`config.mk`:
```
export PLATFORM = sky130hd
export DESIGN_NAME = mcpu_control_fsm
export DESIGN_NICKNAME = d
export VERILOG_FILES = /design/src/rtl/mcpu_control_fsm.sv
export SDC_FILE = /design/constraint.sdc
export NUM_CORES = 1
export LEC_CHECK = 0
export ABC_CLOCK_PERIOD_IN_PS = 3500
export CORE_MARGIN = 2
export CORE_UTILIZATION = 36
export CTS_BUF_LIST = sky130_fd_sc_hd__clkbuf_2 sky130_fd_sc_hd__clkbuf_4 sky130_fd_sc_hd__clkbuf_8
export CTS_CLUSTER_SIZE = 12
export DETAILED_ROUTE_END_ITERATION = 10
export PLACE_DENSITY_LB_ADDON = 0.08
export SKIP_CTS_REPAIR_TIMING = 1
export SLEW_MARGIN = 5
export SYNTH_ARGS = -nofsm -noshare
export SYNTH_HDL_FRONTEND = slang
export SYNTH_SLANG_ARGS = --single-unit
```
`constraint.sdc`:
```
create_clock -name clk -period 3.5 [get_ports clk]
set_input_delay 0.525 -clock clk [delete_from_list [all_inputs] [get_ports clk]]
set_output_delay 0.525 -clock clk [all_outputs]
set_load 0.03 [all_outputs]
```
`src/rtl/mcpu_control_fsm.sv`:
```
// Multi-cycle main controller for the MIPS-subset CPU: a Moore FSM that sequences
// every datapath enable and mux select, with the branch PC write as the one Mealy term.
module mcpu_control_fsm #(
  parameter int STATE_W = 4
) (
  input  logic               clk,
  input  logic               reset,
  input  logic [31:0]        instruction,
  input  logic               zero,
  output logic [STATE_W-1:0] state,
  output logic               pc_we,
  output logic               ir_we,
  output logic               mem_we,
  output logic               mem_in,
  output logic               reg_we,
  output logic [1:0]         dst,
  output logic [1:0]         reg_in,
  output logic               a_we,
  output logic               b_we,
  output logic               ben_we,
  output logic               imm_zext,
  output logic [1:0]         alusrca,
  output logic [1:0]         alusrcb,
  output logic [2:0]         aluop,
  output logic [1:0]         pcsrc,
  output logic               bne_beq,
  output logic               illegal,
  output logic               instr_done
);

  typedef enum logic [STATE_W-1:0] {
    S_FETCH     = STATE_W'(0),
    S_DECODE    = STATE_W'(1),
    S_MEM_ADDR  = STATE_W'(2),
    S_MEM_READ  = STATE_W'(3),
    S_MEM_WB    = STATE_W'(4),
    S_MEM_WRITE = STATE_W'(5),
    S_EXEC_R    = STATE_W'(6),
    S_R_WB      = STATE_W'(7),
    S_EXEC_I    = STATE_W'(8),
    S_I_WB      = STATE_W'(9),
    S_BRANCH    = STATE_W'(10),
    S_JUMP      = STATE_W'(11),
    S_JAL       = STATE_W'(12),
    S_JR        = STATE_W'(13)
  } state_t;

  localparam logic [2:0] ALU_ADD = 3'd0;
  localparam logic [2:0] ALU_SUB = 3'd1;
  localparam logic [2:0] ALU_XOR = 3'd2;
  localparam logic [2:0] ALU_SLT = 3'd3;

  localparam logic [5:0] OP_RTYPE = 6'h00;
  localparam logic [5:0] OP_J     = 6'h02;
  localparam logic [5:0] OP_JAL   = 6'h03;
  localparam logic [5:0] OP_BEQ   = 6'h04;
  localparam logic [5:0] OP_BNE   = 6'h05;
  localparam logic [5:0] OP_ADDI  = 6'h08;
  localparam logic [5:0] OP_XORI  = 6'h0e;
  localparam logic [5:0] OP_LW    = 6'h23;
  localparam logic [5:0] OP_SW    = 6'h2b;

  localparam logic [5:0] FN_JR  = 6'h08;
  localparam logic [5:0] FN_ADD = 6'h20;
  localparam logic [5:0] FN_SUB = 6'h22;
  localparam logic [5:0] FN_SLT = 6'h2a;

  state_t     state_q;
  state_t     state_d;
  logic [5:0] op;
  logic [5:0] funct;
  logic       unused_bits;

  assign op          = instruction[31:26];
  assign funct       = instruction[5:0];
  assign unused_bits = ^instruction[25:6];
  assign state       = state_q;

  // Unsupported encodings map back to FETCH, which is also how DECODE flags them illegal.
  function automatic state_t decode_target(input logic [5:0] o, input logic [5:0] f);
    case (o)
      OP_LW, OP_SW:     return S_MEM_ADDR;
      OP_RTYPE: begin
        case (f)
          FN_JR:                  return S_JR;
          FN_ADD, FN_SUB, FN_SLT: return S_EXEC_R;
          default:                return S_FETCH;
        endcase
      end
      OP_ADDI, OP_XORI: return S_EXEC_I;
      OP_BEQ, OP_BNE:   return S_BRANCH;
      OP_J:             return S_JUMP;
      OP_JAL:           return S_JAL;
      default:          return S_FETCH;
    endcase
  endfunction

  function automatic logic [2:0] r_aluop(input logic [5:0] f);
    case (f)
      FN_SUB:  return ALU_SUB;
      FN_SLT:  return ALU_SLT;
      default: return ALU_ADD;
    endcase
  endfunction

  always_comb begin
    state_d    = S_FETCH;
    pc_we      = 1'b0;
    ir_we      = 1'b0;
    mem_we     = 1'b0;
    mem_in     = 1'b0;
    reg_we     = 1'b0;
    dst        = 2'd0;
    reg_in     = 2'd0;
    a_we       = 1'b0;
    b_we       = 1'b0;
    ben_we     = 1'b0;
    imm_zext   = 1'b0;
    alusrca    = 2'd0;
    alusrcb    = 2'd0;
    aluop      = ALU_ADD;
    pcsrc      = 2'd0;
    bne_beq    = 1'b0;
    illegal    = 1'b0;
    instr_done = 1'b0;

    case (state_q)
      S_FETCH: begin
        ir_we   = 1'b1;
        pc_we   = 1'b1;
        alusrcb = 2'd3;
        state_d = S_DECODE;
      end
      S_DECODE: begin
        a_we    = 1'b1;
        b_we    = 1'b1;
        ben_we  = 1'b1;
        state_d = decode_target(op, funct);
        illegal = (state_d == S_FETCH);
      end
      S_MEM_ADDR: begin
        alusrca = 2'd1;
        alusrcb = 2'd1;
        state_d = (op == OP_LW) ? S_MEM_READ : S_MEM_WRITE;
      end
      S_MEM_READ: begin
        mem_in  = 1'b1;
        alusrca = 2'd1;
        alusrcb = 2'd1;
        state_d = S_MEM_WB;
      end
      S_MEM_WB: begin
        reg_we     = 1'b1;
        dst        = 2'd1;
        instr_done = 1'b1;
      end
      S_MEM_WRITE: begin
        mem_in     = 1'b1;
        mem_we     = 1'b1;
        alusrca    = 2'd1;
        alusrcb    = 2'd1;
        instr_done = 1'b1;
      end
      S_EXEC_R: begin
        alusrca = 2'd1;
        alusrcb = 2'd2;
        aluop   = r_aluop(funct);
        state_d = S_R_WB;
      end
      S_R_WB: begin
        reg_we     = 1'b1;
        reg_in     = 2'd1;
        alusrca    = 2'd1;
        alusrcb    = 2'd2;
        aluop      = r_aluop(funct);
        instr_done = 1'b1;
      end
      S_EXEC_I: begin
        alusrca  = 2'd1;
        alusrcb  = 2'd1;
        imm_zext = (op == OP_XORI);
        aluop    = (op == OP_XORI) ? ALU_XOR : ALU_ADD;
        state_d  = S_I_WB;
      end
      S_I_WB: begin
        reg_we     = 1'b1;
        dst        = 2'd1;
        reg_in     = 2'd1;
        alusrca    = 2'd1;
        alusrcb    = 2'd1;
        imm_zext   = (op == OP_XORI);
        aluop      = (op == OP_XORI) ? ALU_XOR : ALU_ADD;
        instr_done = 1'b1;
      end
      // op[0] distinguishes BNE from BEQ; the PC write tracks zero within the cycle.
      S_BRANCH: begin
        alusrca    = 2'd1;
        alusrcb    = 2'd2;
        aluop      = ALU_SUB;
        pcsrc      = 2'd1;
        bne_beq    = op[0];
        pc_we      = zero ^ op[0];
        instr_done = 1'b1;
      end
      S_JUMP: begin
        pcsrc      = 2'd2;
        pc_we      = 1'b1;
        instr_done = 1'b1;
      end
      S_JAL: begin
        pcsrc      = 2'd2;
        pc_we      = 1'b1;
        reg_we     = 1'b1;
        dst        = 2'd2;
        reg_in     = 2'd2;
        instr_done = 1'b1;
      end
      S_JR: begin
        pcsrc      = 2'd3;
        pc_we      = 1'b1;
        instr_done = 1'b1;
      end
      default: begin
        illegal = 1'b1;
      end
    endcase

    // An instruction interrupted by reset must not write anything further.
    if (reset) begin
      pc_we      = 1'b0;
      ir_we      = 1'b0;
      mem_we     = 1'b0;
      reg_we     = 1'b0;
      a_we       = 1'b0;
      b_we       = 1'b0;
      ben_we     = 1'b0;
      illegal    = 1'b0;
      instr_done = 1'b0;
    end
  end

  always_ff @(posedge clk) begin
    if (reset) begin
      state_q <= S_FETCH;
    end else begin
      state_q <= state_d;
    end
  end

endmodule

```
; ---- Word-level counts from Yosys, hierarchy flattened
; Index checks and enable logic that the tools add are counted.
[classes]
eq_ne = 25
n_bitwise = 1
reduce_logical = 20
n_mux = 30
[op_table]
columns = op, n
row1 = 4-bit one-hot mux with 6 select lines, 2
row2 = 6-bit equality test (second input constant), 5
row3 = 4-bit equality test (second input constant), 6
row4 = 6-bit by 4-bit equality test with 1-bit output (second input constant), 3
row5 = 2-bit one-hot mux with 3 select lines, 3
row6 = 2-bit OR reduction, 9
row7 = 4-bit by 3-bit equality test with 1-bit output (second input constant), 4
row8 = 1-bit two-way mux, 16
row9 = 8-bit OR reduction, 2
row10 = 13-bit OR reduction, 1
row11 = 6-bit by 2-bit equality test with 1-bit output (second input constant), 2
row12 = 6-bit by 3-bit equality test with 1-bit output (second input constant), 2
row13 = 2-bit one-hot mux with 2 select lines, 3
row14 = 4-bit by 2-bit equality test with 1-bit output (second input constant), 2
row15 = 4-bit logical NOT, 2
row16 = 4-bit one-hot mux with 2 select lines, 1
row17 = 4-bit OR reduction, 2
row18 = 6-bit logical NOT, 1
row19 = 3-bit OR reduction, 2
row20 = 5-bit OR reduction, 1
row21 = 4-bit by 1-bit equality test with 1-bit output (second input constant), 1
row22 = 4-bit two-way mux, 1
row23 = 1-bit one-hot mux with 2 select lines, 2
row24 = 3-bit two-way mux, 1
row25 = 2 further kinds, 2
[totals]
output_inout_bits = 29
reg_bits = 4
input_bits = 35
word_cells = 77

; ---- Logic depth before layout (Yosys ltp)
; Gate-level depths: netlist (run 1).
[logic_depth]
depth_word = 8
mapped_depth = 6
depth_no_buf = 5

; ---- Least setup slack after synthesis (run 1)
; No wires, ideal clock.
[synth_timing]
path_type = reg2out
start = register state_q[3], in the netlist state[3]
end = output reg_in[1]
stages_incl_launch_ff = 6
n_path_buf = 3
slack_ns = 0.971
arrival_ns = 2.004
path_cell_list = dfxtp_1 buf_6 clkbuf_1 nand2_1 nor3_1 buf_4
[synth_between]
elab_chain_cells = 3
elab_cells_between_ends = 5
cone_classes = eq/ne: 3 / mux: 1 / reduce/logical: 1
[synth_lines]
columns = element, line
row1 = start: declaration, 68  ; state_t state_q;
row2 = start signal: assignment, 246  ; state_q <= state_d;
row3 = 4-bit by 3-bit equality test with 1-bit output or 4-bit equality test (tied branches), 127  ; case (state_q)
row4 = 2-bit OR reduction (no line), -
row5 = 2-bit one-hot mux with 2 select lines (*), 127
row6 = end: declaration, 17  ; output logic [1:0] reg_in,
; Every way passes the cells marked *; elsewhere a longest branch is shown, timed or not.

; ---- Worst setup path after layout (run 1)
[layout_timing]
start = input instruction[26]
end = output illegal
[layout_between]
elab_chain_cells = 7
elab_cells_between_ends = 17
cone_classes = eq/ne: 8 / mux: 4 / reduce/logical: 5
[layout_lines]
columns = element, line
row1 = start: declaration, 8  ; input logic [31:0] instruction,
row2 = 6-bit by 3-bit equality test with 1-bit output (tied with other cells), 81  ; case (o)
row3 = 2-bit OR reduction, 81
row4 = 4-bit one-hot mux with 6 select lines (*), 81
row5 = 4-bit two-way mux (*), 127
row6 = 4-bit logical NOT (*), 139  ; illegal = (state_d == S_FETCH);
row7 = 1-bit one-hot mux with 2 select lines (*), 127
row8 = 1-bit two-way mux (*), 229  ; if (reset) begin
row9 = end: declaration, 27  ; output logic illegal,
; Every way passes the cells marked *; elsewhere a longest branch is shown, timed or not. The select of a mux whose other input is x is not followed.

==> results_dict.tcl, run 1 <==
set metrics [dict create \
    status "finished clean" \
    via_per_inst 5.17 \
    synthXorXnorAreaFrac_pct 1.09 \
    core_area_um2 2150 \
    whs_ns 0.702 \
    cts_tree "built" \
    fp-row-count 17 \
    clock_skew_ns 0.00776 \
    grt_usage_pct 18.4 \
    worst_pin_slew_ns 0.627 \
    netlist_area_um2 801 \
    rsz0062_at_grt "false" \
    fmax_mhz 318 \
    cp_max_fo 8 \
    num_antenna_cells 0 \
    worst_skew_pair.late_latency_ns 0.24 \
    ys_seq_area_share_pct 10.0 \
    antenna_found_initial 0 \
    synthDistinctLibCells 46 \
    setup_violations 0 \
    area_growth_pct 50.0 \
    largest_reg_flops 4 \
    arrival_ns 2.62 \
    final_cells 184 \
    placement.setup.worst_slack_ns 0.358 \
    gp_congestion 0.825 \
    async_reset_ff_share_pct 0 \
    seq_area_um2 80.1 \
    post-dp-hpwl_um 1780 \
    synthSimpleGateAreaFrac_pct 44.2 \
    post-route-period-util_pct 89.9 \
    cp.required_ns 2.97 \
    clk_pin_slew_ns 0.03 \
    synth_top_family_by_area "simple AND/OR/NAND/NOR gates" \
    hold_viol_final 0 \
    worstHoldPathType "reg2reg" \
    synth_mux_area_share_pct 0 \
    setup.worst_path.start_class "primary input" \
    syn_inst 123 \
    cts_root_buffer "clkbuf_4" \
    routedWlPerCell_um 12.3 \
    multi_input_area_um2 623 \
    htreeDepth 1 \
    dr.pass1.iters 4 \
    synth-seq-cells 4 \
    drive_above_1_share_pct 8.97 \
    p_per_area_nw_per_um2 179 \
    vias 952 \
    pin_count 64 \
    avgSynthCellArea_um2 6.51 \
    cts.sinks 4 \
    die_y_um 51.2 \
    globalRoute.totalOverflow 0 \
    slew_violations 0 \
    initial_core_util_pct 37.3 \
    synth_ff_type "dfxtp_1" \
    clock_tree.buffer_depth 2 \
    drt_iter0_drc 20 \
    max_slew_margin_pct 58.1 \
    fin_crit_ns 3.15 \
    fp.dieArea_um2 2620 \
    grt_pass1_vias 829 \
    synth-edff-count 0 \
    place_area_um2 1180 \
    fin_ws_ns 0.353 \
    cts_buffers 3 \
    die_w_um 51.2 \
    port_buffers 41 \
    ys_warn_count 0 \
    grt_max_degree 25 \
    nets 193 \
    synth-adder-area-share_pct 0 \
    place_inst 181 \
    antenna_left 0 \
    fillCellCount 207 \
    power_leakage_nw 0.448 \
    grt_pass1_wl_um 3810 \
    routed_wl_um 2270 \
    vdd.ir_drop.worst_mv 0.127 \
    synth-compound-area-share_pct 31.6 \
    crit_type "in2out" \
    maxCapViolations 0 \
    fin_tns_setup_ns 0 \
    critPathCaptureType "output pin" \
    drc 0 \
    design_area_um2 1200 \
]
-- metrics by stage --
step                      util (%)  total power, mW
final                         55.9            0.215
after global routing          55.9            0.227
after CTS                     55.9            0.216
after detailed placement      54.9            0.157
after global placement        54.9            0.156
after floorplan                  -            0.114
-- worst paths after layout --
kind                    from  endpoint  slack, ns  depth (start not counted)
min                 state[0]  state[0]       0.70                          2
min reg2reg         state[0]  state[0]       0.70                          2
max reg2reg         state[1]  state[2]       1.85                          3
max          instruction[26]   illegal       0.35                          7
-- worst max-delay path, stage by stage --
cell and delay (ns):
clkdlybuf4s50_1 0.67, nor3b_1 0.22, a31oi_1 0.06, o41a_1 0.12, o311a_2 0.16, o32ai_1 0.15, clkdlybuf4s50_1 0.72
-- cell type report --
class                   count  share of cell area (%)
well taps                  28                    2.92
inverters                   4                    1.25
repair buffers             43                    35.4
clock buffers               3                    1.88
flip-flops and latches      4                    6.67
multi-input cells         102                    51.9
-- cells in the mapped netlist (2+ instances only) --
master / number / area share (%)
buf_4: 6 / 5.6
o21ai_1: 4 / 2.5
dfxtp_1: 4 / 10
and2_1: 3 / 2.3
nor3_1: 5 / 3.1
nor2b_1: 8 / 6.3
nand2b_1: 3 / 2.3
and3_2: 2 / 1.9
and3_1: 4 / 3.1
buf_2: 3 / 1.9
a21oi_1: 10 / 6.3
clkbuf_1: 3 / 1.4
o21bai_1: 2 / 1.9
o32ai_1: 2 / 2.2
nor2_1: 15 / 7.0
a221o_1: 2 / 2.5
inv_1: 4 / 1.9
nand2_1: 13 / 6.1
a31oi_1: 3 / 2.3
-- per-layer routing --
layer	part of all wire [%]	vias to the layer above	global-route usage (%)
met2	52	24	34.4
met1	45	421	23.3
li1	-	505	-
met3	2.6	2	0.877
met5	0	-	0
met4	0.75	0	2.70
-- cell usage in the layout (no fill, tap or decap), types with 3 or more instances in the layout --
| master | instances |
|---|---|
| nand2b_1 | 3 |
| nor2b_1 | 8 |
| inv_1 | 4 |
| a21oi_1 | 10 |
| a31oi_1 | 3 |
| nor3_1 | 5 |
| clkdlybuf4s50_1 | 41 |
| dfxtp_1 | 4 |
| nand2_1 | 13 |
| clkbuf_4 | 3 |
| and3_1 | 4 |
| and2_1 | 3 |
| nor2_1 | 15 |
| o21ai_1 | 4 |
-- kinds of logic (layout without fill, tap and decap cells) --
kind of cell           count (synthesis)  in the layout
AND/OR/NAND/NOR                       64             64
AO/OA/AOI/OAI                         35             35
buffers and inverters                 18             50
flip-flops                             4              4
other                                  1              2
XOR/XNOR                               1              1
-- power breakdown --
part	leakage [nW]	total, mW	internal (mW)	switching, mW
logic	0.402	0.106	0.0468	0.0591
clock network	0.0138	0.0588	0.0384	0.0204
registers	0.0326	0.0501	0.0473	0.00283
total	0.448	0.215	0.132	0.0823
No activity file was read; power rests on OpenSTA's default activity.
==> run 2: changes to the inputs <==
--- a/config.mk
+++ b/config.mk
@@ -6,6 +6,7 @@
 export NUM_CORES = 1
 export LEC_CHECK = 0
 export ABC_CLOCK_PERIOD_IN_PS = 3500
+export CAP_MARGIN = 20
 export CORE_MARGIN = 2
 export CORE_UTILIZATION = 36
 export CTS_BUF_LIST = sky130_fd_sc_hd__clkbuf_2 sky130_fd_sc_hd__clkbuf_4 sky130_fd_sc_hd__clkbuf_8
==> results of run 2 <==
Final layout, timing and power as in run 1 (identical DEF).
